[config.mk]
export PLATFORM = sky130hd
export DESIGN_NAME = vga_sync_gen_flat
export DESIGN_NICKNAME = d
export VERILOG_FILES = /design/src/rtl/vga_sync_if.sv /design/src/rtl/vga_sync_gen.sv /design/src/flat_wrapper.sv
export SDC_FILE = /design/constraint.sdc
export NUM_CORES = 1
export LEC_CHECK = 0
export ABC_AREA = 1
export CORE_AREA = 4 4 69 71
export DETAILED_ROUTE_END_ITERATION = 10
export DIE_AREA = 0 0 73 75
export PLACE_DENSITY_LB_ADDON = 0.15
export REMOVE_ABC_BUFFERS = 1
export SYNTH_ARGS = -nofsm -noshare
export SYNTH_HDL_FRONTEND = slang
export SYNTH_SLANG_ARGS = --single-unit
export TNS_END_PERCENT = 10
[constraint.sdc]
create_clock -name clk -period 2.5 [get_ports clk]
set_clock_uncertainty 0.05 [all_clocks]
set_input_delay 0.625 -clock clk [delete_from_list [all_inputs] [get_ports clk]]
set_output_delay 0.625 -clock clk [all_outputs]
set_load 0.02 [all_outputs]
[src/rtl/vga_sync_if.sv]
// ---------------------------------------------------------------------------
// vga_sync_if
// Signal bundle between a VGA timing generator and its consumer.
//   i_enable       : advance the timing when high, freeze it when low
//   o_hsync        : horizontal sync, active-low
//   o_vsync        : vertical sync, active-low
//   o_col_counter  : current column, 0..TOTAL_COLS-1
//   o_row_counter  : current row, 0..TOTAL_ROWS-1
//   o_active       : current pixel is in the visible area
//   o_frame_start  : one-clock pulse when the counters reach (0,0)
// master : the side that drives i_enable and consumes the timing
// slave  : the timing generator itself
// ---------------------------------------------------------------------------
`default_nettype none

interface vga_sync_if;
  logic       i_enable;
  logic       o_hsync;
  logic       o_vsync;
  logic [9:0] o_col_counter;
  logic [9:0] o_row_counter;
  logic       o_active;
  logic       o_frame_start;

  modport master (
    output i_enable,
    input  o_hsync,
    input  o_vsync,
    input  o_col_counter,
    input  o_row_counter,
    input  o_active,
    input  o_frame_start
  );

  modport slave (
    input  i_enable,
    output o_hsync,
    output o_vsync,
    output o_col_counter,
    output o_row_counter,
    output o_active,
    output o_frame_start
  );
endinterface

`default_nettype wire

[src/rtl/vga_sync_gen.sv]
// ---------------------------------------------------------------------------
// vga_sync_gen
// VGA raster timing generator: column/row counters plus registered sync,
// visible-area and frame-start decodes, all aligned to the same cycle.
//
// Ports
//   clk      : pixel clock, rising edge
//   i_rst_n  : asynchronous active-low reset
//   bus      : vga_sync_if.slave (i_enable in; sync/counters/active/frame out)
//
// Optional feature
//   VGA_SYNC_FRAME_PULSE_EN : when defined, o_frame_start pulses for one
//   clock as the counters advance to (0,0). When undefined, o_frame_start
//   is a constant 0 and no pulse register exists.
//
// Timing along a line: active | front porch | sync | back porch (remainder).
// The same layout applies to rows within a frame.
// ---------------------------------------------------------------------------
`default_nettype none

module vga_sync_gen #(
  parameter int TOTAL_COLS    = 800,
  parameter int TOTAL_ROWS    = 525,
  parameter int ACTIVE_COLS   = 640,
  parameter int ACTIVE_ROWS   = 480,
  parameter int H_FRONT_PORCH = 16,
  parameter int H_SYNC_WIDTH  = 96,
  parameter int V_FRONT_PORCH = 10,
  parameter int V_SYNC_WIDTH  = 2
) (
  input  wire logic     clk,
  input  wire logic     i_rst_n,
  vga_sync_if.slave     bus
);

  // All timing arithmetic is unsigned 10-bit.
  localparam logic [9:0] COL_LAST = 10'(TOTAL_COLS - 1);
  localparam logic [9:0] ROW_LAST = 10'(TOTAL_ROWS - 1);
  localparam logic [9:0] ACT_COLS = 10'(ACTIVE_COLS);
  localparam logic [9:0] ACT_ROWS = 10'(ACTIVE_ROWS);
  localparam logic [9:0] HS_FIRST = 10'(ACTIVE_COLS + H_FRONT_PORCH);
  localparam logic [9:0] HS_LAST  = 10'(ACTIVE_COLS + H_FRONT_PORCH + H_SYNC_WIDTH - 1);
  localparam logic [9:0] VS_FIRST = 10'(ACTIVE_ROWS + V_FRONT_PORCH);
  localparam logic [9:0] VS_LAST  = 10'(ACTIVE_ROWS + V_FRONT_PORCH + V_SYNC_WIDTH - 1);

  // Inclusive range test; an empty window (last < first) never matches.
  function automatic logic in_window(input logic [9:0] v,
                                     input logic [9:0] first,
                                     input logic [9:0] last);
    return (v >= first) && (v <= last);
  endfunction

  // Counter step with wrap. Using >= keeps a counter inside its range even
  // if it ever held an out-of-range value.
  function automatic logic [9:0] step_wrap(input logic [9:0] v,
                                           input logic [9:0] last);
    return (v >= last) ? 10'd0 : v + 10'd1;
  endfunction

  logic [9:0] col_p0;
  logic [9:0] row_p0;
  logic       hsync_p0;
  logic       vsync_p0;
  logic       active_p0;

  logic [9:0] col_nxt;
  logic [9:0] row_nxt;
  logic       col_wrap;
  logic       hsync_nxt;
  logic       vsync_nxt;
  logic       active_nxt;

  // Decodes are taken from the next counter values so that, once
  // registered, every output describes the counters shown in that cycle.
  always_comb begin
    col_wrap   = (col_p0 >= COL_LAST);
    col_nxt    = step_wrap(col_p0, COL_LAST);
    row_nxt    = row_p0;
    if (col_wrap) begin
      row_nxt  = step_wrap(row_p0, ROW_LAST);
    end
    hsync_nxt  = ~in_window(col_nxt, HS_FIRST, HS_LAST);
    vsync_nxt  = ~in_window(row_nxt, VS_FIRST, VS_LAST);
    active_nxt = (col_nxt < ACT_COLS) && (row_nxt < ACT_ROWS);
  end

  // ---- stage p0: registered counters and decodes ----
  // Reset parks the counters on the last pixel so the first enabled edge
  // lands exactly on (0,0).
  always_ff @(posedge clk or negedge i_rst_n) begin
    if (!i_rst_n) begin
      col_p0    <= COL_LAST;
      row_p0    <= ROW_LAST;
      hsync_p0  <= 1'b1;
      vsync_p0  <= 1'b1;
      active_p0 <= 1'b0;
    end else if (bus.i_enable) begin
      col_p0    <= col_nxt;
      row_p0    <= row_nxt;
      hsync_p0  <= hsync_nxt;
      vsync_p0  <= vsync_nxt;
      active_p0 <= active_nxt;
    end
  end

`ifdef VGA_SYNC_FRAME_PULSE_EN
  logic frame_start_p0;
  logic at_origin_nxt;

  always_comb begin
    at_origin_nxt = (col_nxt == 10'd0) && (row_nxt == 10'd0);
  end

  // Unlike the other outputs this one does not hold while disabled: a
  // stall at (0,0) must not stretch the pulse, so it clears instead.
  always_ff @(posedge clk or negedge i_rst_n) begin
    if (!i_rst_n) begin
      frame_start_p0 <= 1'b0;
    end else begin
      frame_start_p0 <= bus.i_enable && at_origin_nxt;
    end
  end

  assign bus.o_frame_start = frame_start_p0;
`else
  assign bus.o_frame_start = 1'b0;
`endif

  assign bus.o_col_counter = col_p0;
  assign bus.o_row_counter = row_p0;
  assign bus.o_hsync       = hsync_p0;
  assign bus.o_vsync       = vsync_p0;
  assign bus.o_active      = active_p0;

endmodule

`default_nettype wire

[src/flat_wrapper.sv]
// flat-port wrapper written by rule: the top's interface ports become plain ports
module vga_sync_gen_flat 
#(
  parameter int TOTAL_COLS    = 800,
  parameter int TOTAL_ROWS    = 525,
  parameter int ACTIVE_COLS   = 640,
  parameter int ACTIVE_ROWS   = 480,
  parameter int H_FRONT_PORCH = 16,
  parameter int H_SYNC_WIDTH  = 96,
  parameter int V_FRONT_PORCH = 10,
  parameter int V_SYNC_WIDTH  = 2
)
  (clk, i_rst_n, bus_i_enable, bus_o_hsync, bus_o_vsync, bus_o_col_counter, bus_o_row_counter, bus_o_active, bus_o_frame_start);
  vga_sync_if bus_i ();
  input  wire logic clk;
  input  wire logic i_rst_n;
  input wire logic [$bits(bus_i.i_enable)-1:0] bus_i_enable;
  output wire logic [$bits(bus_i.o_hsync)-1:0] bus_o_hsync;
  output wire logic [$bits(bus_i.o_vsync)-1:0] bus_o_vsync;
  output wire logic [$bits(bus_i.o_col_counter)-1:0] bus_o_col_counter;
  output wire logic [$bits(bus_i.o_row_counter)-1:0] bus_o_row_counter;
  output wire logic [$bits(bus_i.o_active)-1:0] bus_o_active;
  output wire logic [$bits(bus_i.o_frame_start)-1:0] bus_o_frame_start;
  assign bus_i.i_enable = bus_i_enable;
  assign bus_o_hsync = bus_i.o_hsync;
  assign bus_o_vsync = bus_i.o_vsync;
  assign bus_o_col_counter = bus_i.o_col_counter;
  assign bus_o_row_counter = bus_i.o_row_counter;
  assign bus_o_active = bus_i.o_active;
  assign bus_o_frame_start = bus_i.o_frame_start;
  vga_sync_gen #(.TOTAL_COLS(TOTAL_COLS), .TOTAL_ROWS(TOTAL_ROWS), .ACTIVE_COLS(ACTIVE_COLS), .ACTIVE_ROWS(ACTIVE_ROWS), .H_FRONT_PORCH(H_FRONT_PORCH), .H_SYNC_WIDTH(H_SYNC_WIDTH), .V_FRONT_PORCH(V_FRONT_PORCH), .V_SYNC_WIDTH(V_SYNC_WIDTH)) u_core (.clk(clk), .i_rst_n(i_rst_n), .bus(bus_i));
endmodule
After elaboration in Yosys (flattened, before gate mapping)
Index checks and enable logic that the tools add are counted.
{ "word_totals": {"inputBits": 3, "register_bits": 23} }
{ "classes": {"n_mux": 3, "n_reduce_logical": 3, "add_sub_neg": 2, "bitwise_logic": 2, "magnitude_cmp": 8} }
{ "op_table": {"columns": ["cell", "count"], "rows": [
  ["$ge A10 B10 Y1 const B", 3],
  ["$mux W10", 3],
  ["$add A10 B1 Y10 const B", 2],
  ["$ge A10 B9 Y1 const B", 1],
  ["$le A10 B10 Y1 const B", 1],
  ["$le A10 B9 Y1 const B", 1],
  ["$lt A10 B10 Y1 const B", 1],
  ["$lt A10 B9 Y1 const B", 1],
  ["$logic_and A1 B1 Y1", 3],
  ["$not A1 Y1", 2]
]} }

Logic depth before layout (Yosys ltp)
{ "depth": {"depth_word": 6, "depth_mapped": 14, "mapped_depth_nobuf": 14} }

Worst setup path after synthesis
Ideal clock, no wire load.
{ "synth_path": {"path_kind": "register -> register", "start": "register u_core.col_p0[0], in the netlist u_core.bus.o_col_counter[0]", "end": "register u_core.active_p0, in the netlist u_core.bus.o_active", "setup_slack_ns": 0.628, "period_less_slack_ns": 1.872, "required_ns": 2.334, "setup_ns": 0.116, "path_stages_with_launch": 12, "arrival_ns": 1.705, "path_cell_list": "dfstp_2 ha_1 nand4_2 nand2_4 nand2_4 buf_6 nand2_1 nand2_1 nor2_1 nand3_1 nand2_1 nand2_1"} }
{ "synth_between": {"elab_chain_cells": 4, "elab_cells_between_ends": 7, "classes_between": "1 x add/sub; 3 x order compare; 2 x mux; 1 x reduce/logical"} }
{ "synth_lines": {"columns": ["element", "line_no", "rtl"], "rows": [
  ["start: declaration", "vga_sync_gen.sv:60", "logic [9:0] col_p0;"],
  ["start signal: assignment", "vga_sync_gen.sv:98", "col_p0 <= col_nxt;"],
  ["$add A10 B1 Y10 / $ge A10 B10 Y1 (equally long branches)", "vga_sync_gen.sv:57, vga_sync_gen.sv:76", null],
  ["$mux W10 (on tied branches)", "vga_sync_gen.sv:57, vga_sync_gen.sv:79", null],
  ["$lt A10 B10 Y1 / $lt A10 B9 Y1 (equally long branches)", "vga_sync_gen.sv:84", "active_nxt = (col_nxt < ACT_COLS) && (row_nxt < ACT_ROWS);"],
  ["$logic_and A1 B1 Y1 *", "vga_sync_gen.sv:84", null],
  ["end signal: assignment", "vga_sync_gen.sv:102", "active_p0 <= active_nxt;"],
  ["end: declaration", "vga_sync_gen.sv:64", "logic active_p0;"]
]} }
Mark *: on every way between the ends. The rest lies on a longest branch, timed or not.
A chain may end at the register's enable or synchronous reset.

Worst setup path after layout
{ "layout_path": {"start": "register u_core.col_p0[4], in the netlist u_core.bus.o_col_counter[4]", "end": "output bus_o_col_counter[4]"} }
{ "layout_lines": {"columns": ["element", "line_no", "rtl"], "rows": [
  ["end: declaration", "flat_wrapper.sv:20", "output wire logic [$bits(bus_i.o_col_counter)-1:0] bus_o_col_counter;"]
]} }
No word-level cell between the ends.

==> results by group <==
Setup path
  – Crit path arrival time: 1.51 ns
  – Worst-path fanout max: 7
  – Cell breakdown of the critical path: clkdlybuf4s50_1
  – CP bufs+invs: 1
  – CP max-delay cell: clkdlybuf4s50_1
  – Critical Path Sink Type: output pin
  – Crit path max-delay family: buffers and inverters
  – Worst setup path class: register to output pin
  – Worst Path Required: 1.82 ns
  – Max incr delay on CP: 0.63 ns
  – Startpoint types: register

Status
  – Status: completed

Routing
  – Routed wire length: 4.25 mm
  – Vias per inst: 5.08
  – Violation count after the first detailed-routing iteration: 44
  – Via count: 1,683
  – First drt pass iteration count: 4
  – DRC viols: 0
  – Routed Antenna Nets: 0
  – WL per Instance: 12.8 um

Logic synthesis
  – Post-Synthesis Cells: about 250
  – Synth Area in Adders: 2.26%
  – Synth unique cells: 29
  – Synth Area in XOR/XNOR: less than 1%
  – Synthesis-stage register bit count: 23
  – EDFF count, synth: 0
  – Main synth FF type: dfstp_2
  – Fraction of registers with async set/reset: 100%
  – Synth Cell Area: roughly 1700 sq um
  – Post-synthesis mux area share: 0%
  – Post-synthesis simple-gate area fraction: 41.9%
  – Largest family of logic cells by synthesized area: simple AND/OR/NAND/NOR gates
  – Avg Cell Area, Syn: approximately 6.6 sq um
  – Post-synthesis sequential area ratio: 35.6%
  – Ys Warns: 0
  – Post-synthesis compound-gate area fraction: about 9.9%

Layout
  – Final std cells w/o fill: between 300 and 400
  – Final core occ: between 40% and 50%
  – Fraction of layout cells with a size suffix above 1: 10.4%
  – Post-route cell area: 2010 sq um
  – Layout area overhead: 21.3%
  – Antenna diodes: 0
  – Final nets: 286

Clock network
  – Clock sink count: 23
  – H-tree lvl count: 1
  – CTS tree: yes
  – Clock Pin Slew Worst Setup and Hold Paths: around 0.080 ns
  – Number of gates resized after CTS: 0
  – Post CTS Setup Buffer Count: 0
  – Clock latency on the worst-skew pair: 0.26 ns
  – Clock buffer depth: 2
  – Total CTS buffers: 3
  – Root buf cell: clkbuf_8
  – Hold_buf cts: 0

Floorplanning
  – Effective utilization at floorplan: 39.2%
  – Die extent in x: 73 um
  – Die ar.: 5480 sq um
  – Core area: 4230 sq um
  – I/O pins: 27
  – Die height: 75 um
  – Row cnt: 24

Power and ir drop
  – P per Cell Area: 881 nW/um^2
  – Leak Pwr: 0.915 nW
  – Max VDD drop: about 460 uV

Timing
  – Final setup vio count: 0
  – Fin crit share: 87.5%
  – Crit path time final: 2.19 ns
  – Fmax: 457 MHz
  – Fin. max-slew vios: 0
  – Post-route setup TNS: 0 ns
  – RSZ-0062 raised after global routing: no
  – Final Hold Fails: 0

Placed design
  – I/O Buffers: 25
  – DP HPWL: 3.20 mm
  – Gpl congestion: 0.864
  – Cells after DPL: 327
  – DP Area: 1970 sq um

Global route
  – Total GRT Usage: 17.3%
  – Global-route wire length before repair: between 7 and 8 mm
  – Vias in the first global route: between 1,500 and 2,000
  – Pin count of the biggest net entering global routing: 24
  – Initial antenna violation count: 0
  – Congestion Overflow GR: 0

Min path
  – Worst hold-check path type: register to register

Flow run
  – Max_cap viols: 0
==> routing by layer <==
metal | GRT usage, % | part of all wire [%] | vias up
met4 | 6.35 | 1.3 | 0
li1 | - | - | 871
met3 | 2.67 | 3.6 | 6
met1 | 21.3 | 45 | 769
met5 | 0 | 0 | -
met2 | 30.6 | 50 | 37
==> area by class of cell <==
class                      count  area [sq um]
clock buffer                   4          45.0
tap                           52          65.1
sequential                    23           591
inverter                      33           129
multi-input combinational    191           908
fill                         449          2220
timing repair buffer          28           273
==> path summary, 6_finish.rpt <==
check / cells past startpoint / to / startpoint / slack (ns)
worst max-delay path: 1 / bus_o_col_counter[4] / u_core.bus.o_col_counter[4]$_DFFE_PN1P_ / 0.31
worst min register to register: 2 / u_core.bus.o_vsync$_DFFE_PN1P_ / u_core.bus.o_vsync$_DFFE_PN1P_ / 0.45
min in group asynchronous: 2 / u_core.bus.o_row_counter[1]$_DFFE_PN0P_ / i_rst_n / 0.67
worst max register to register: 12 / u_core.bus.o_vsync$_DFFE_PN1P_ / u_core.bus.o_col_counter[0]$_DFFE_PN1P_ / 0.39
worst min-delay path: 2 / u_core.bus.o_vsync$_DFFE_PN1P_ / u_core.bus.o_vsync$_DFFE_PN1P_ / 0.45
max in group asynchronous: 2 / u_core.bus.o_hsync$_DFFE_PN1P_ / i_rst_n / 1.44
==> per-stage QoR <==
step / total power [W] / setup WS [ns] / hold slack (ns)
6_report: 0.00177 / 0.312 / 0.448
5_1_grt: 0.00193 / 0.112 / 0.465
4_1_cts: 0.00179 / 0.307 / 0.449
3_5_place_dp: 0.00155 / 0.416 / 0.424
3_3_place_gp: 0.00155 / 0.435 / 0.423
2_1_floorplan: 0.00119 / 0.619 / 0.279
==> where the power goes <==
group	internal (W)	switching [W]
Sequential	0.000514	0.000173
Combinational	0.000351	0.000500
Clock	0.000114	0.000119
==> flip-flops by register name, summed over array words and instances, names as in the netlist <==
register                  count
u_core.bus.o_hsync            1
u_core.bus.o_col_counter     10
u_core.bus.o_row_counter     10
u_core.bus.o_active           1
u_core.bus.o_vsync            1
==> placed cells by master (no fill, tap or decap) <==
cell type	netlist	routed
nand2_1	80	80
nand3_1	31	31
inv_1	29	29
nor2_1	25	25
clkdlybuf4s50_1	0	25
o21ai_0	17	17
dfstp_2	12	12
dfrtp_1	11	11
nand4_1	8	8
a21oi_1	4	4
nor3_1	4	4
o22ai_1	4	4
nor2_2	3	3
ha_1	3	3
clkbuf_8	0	3
buf_4	1	3
nand2_4	2	2
clkinv_1	2	2
o21ai_1	2	2
nand4_2	1	1
inv_2	1	1
o21ai_2	1	1
clkinv_4	1	1
nand3_2	1	1
nor2_4	1	1
o21a_1	1	1
xnor2_1	1	1
o31ai_1	1	1
conb_1	1	1
clkbuf_1	3	1
==> synthesized netlist by cell type, types with 2 or more instances <==
| cell | n | share of area [%] |
|---|---|---|
| nand2_1 | 80 | 18 |
| nand3_1 | 31 | 9.4 |
| inv_1 | 29 | 6.6 |
| nor2_1 | 25 | 5.7 |
| o21ai_0 | 17 | 5.1 |
| dfstp_2 | 12 | 19 |
| dfrtp_1 | 11 | 17 |
| nand4_1 | 8 | 3.0 |
| a21oi_1 | 4 | 1.2 |
| nor3_1 | 4 | 1.2 |
| o22ai_1 | 4 | 1.5 |
| clkbuf_1 | 3 | 0.68 |
| ha_1 | 3 | 2.3 |
| nor2_2 | 3 | 1.1 |
| clkinv_1 | 2 | 0.45 |
| nand2_4 | 2 | 1.4 |
| o21ai_1 | 2 | 0.60 |
==> cell families (layout without fill, tap and decap cells) <==
family                     after synthesis  after routing
AOI/OAI and AO/OA                       30             30
adders and majority gates                3              3
other                                    1              1
buffers and inverters                   38             65
and+or+nand+nor                        156            156
DFF                                     23             23
xor gates and xnor gates                 1              1
No activity file was read; power rests on OpenSTA's default activity.
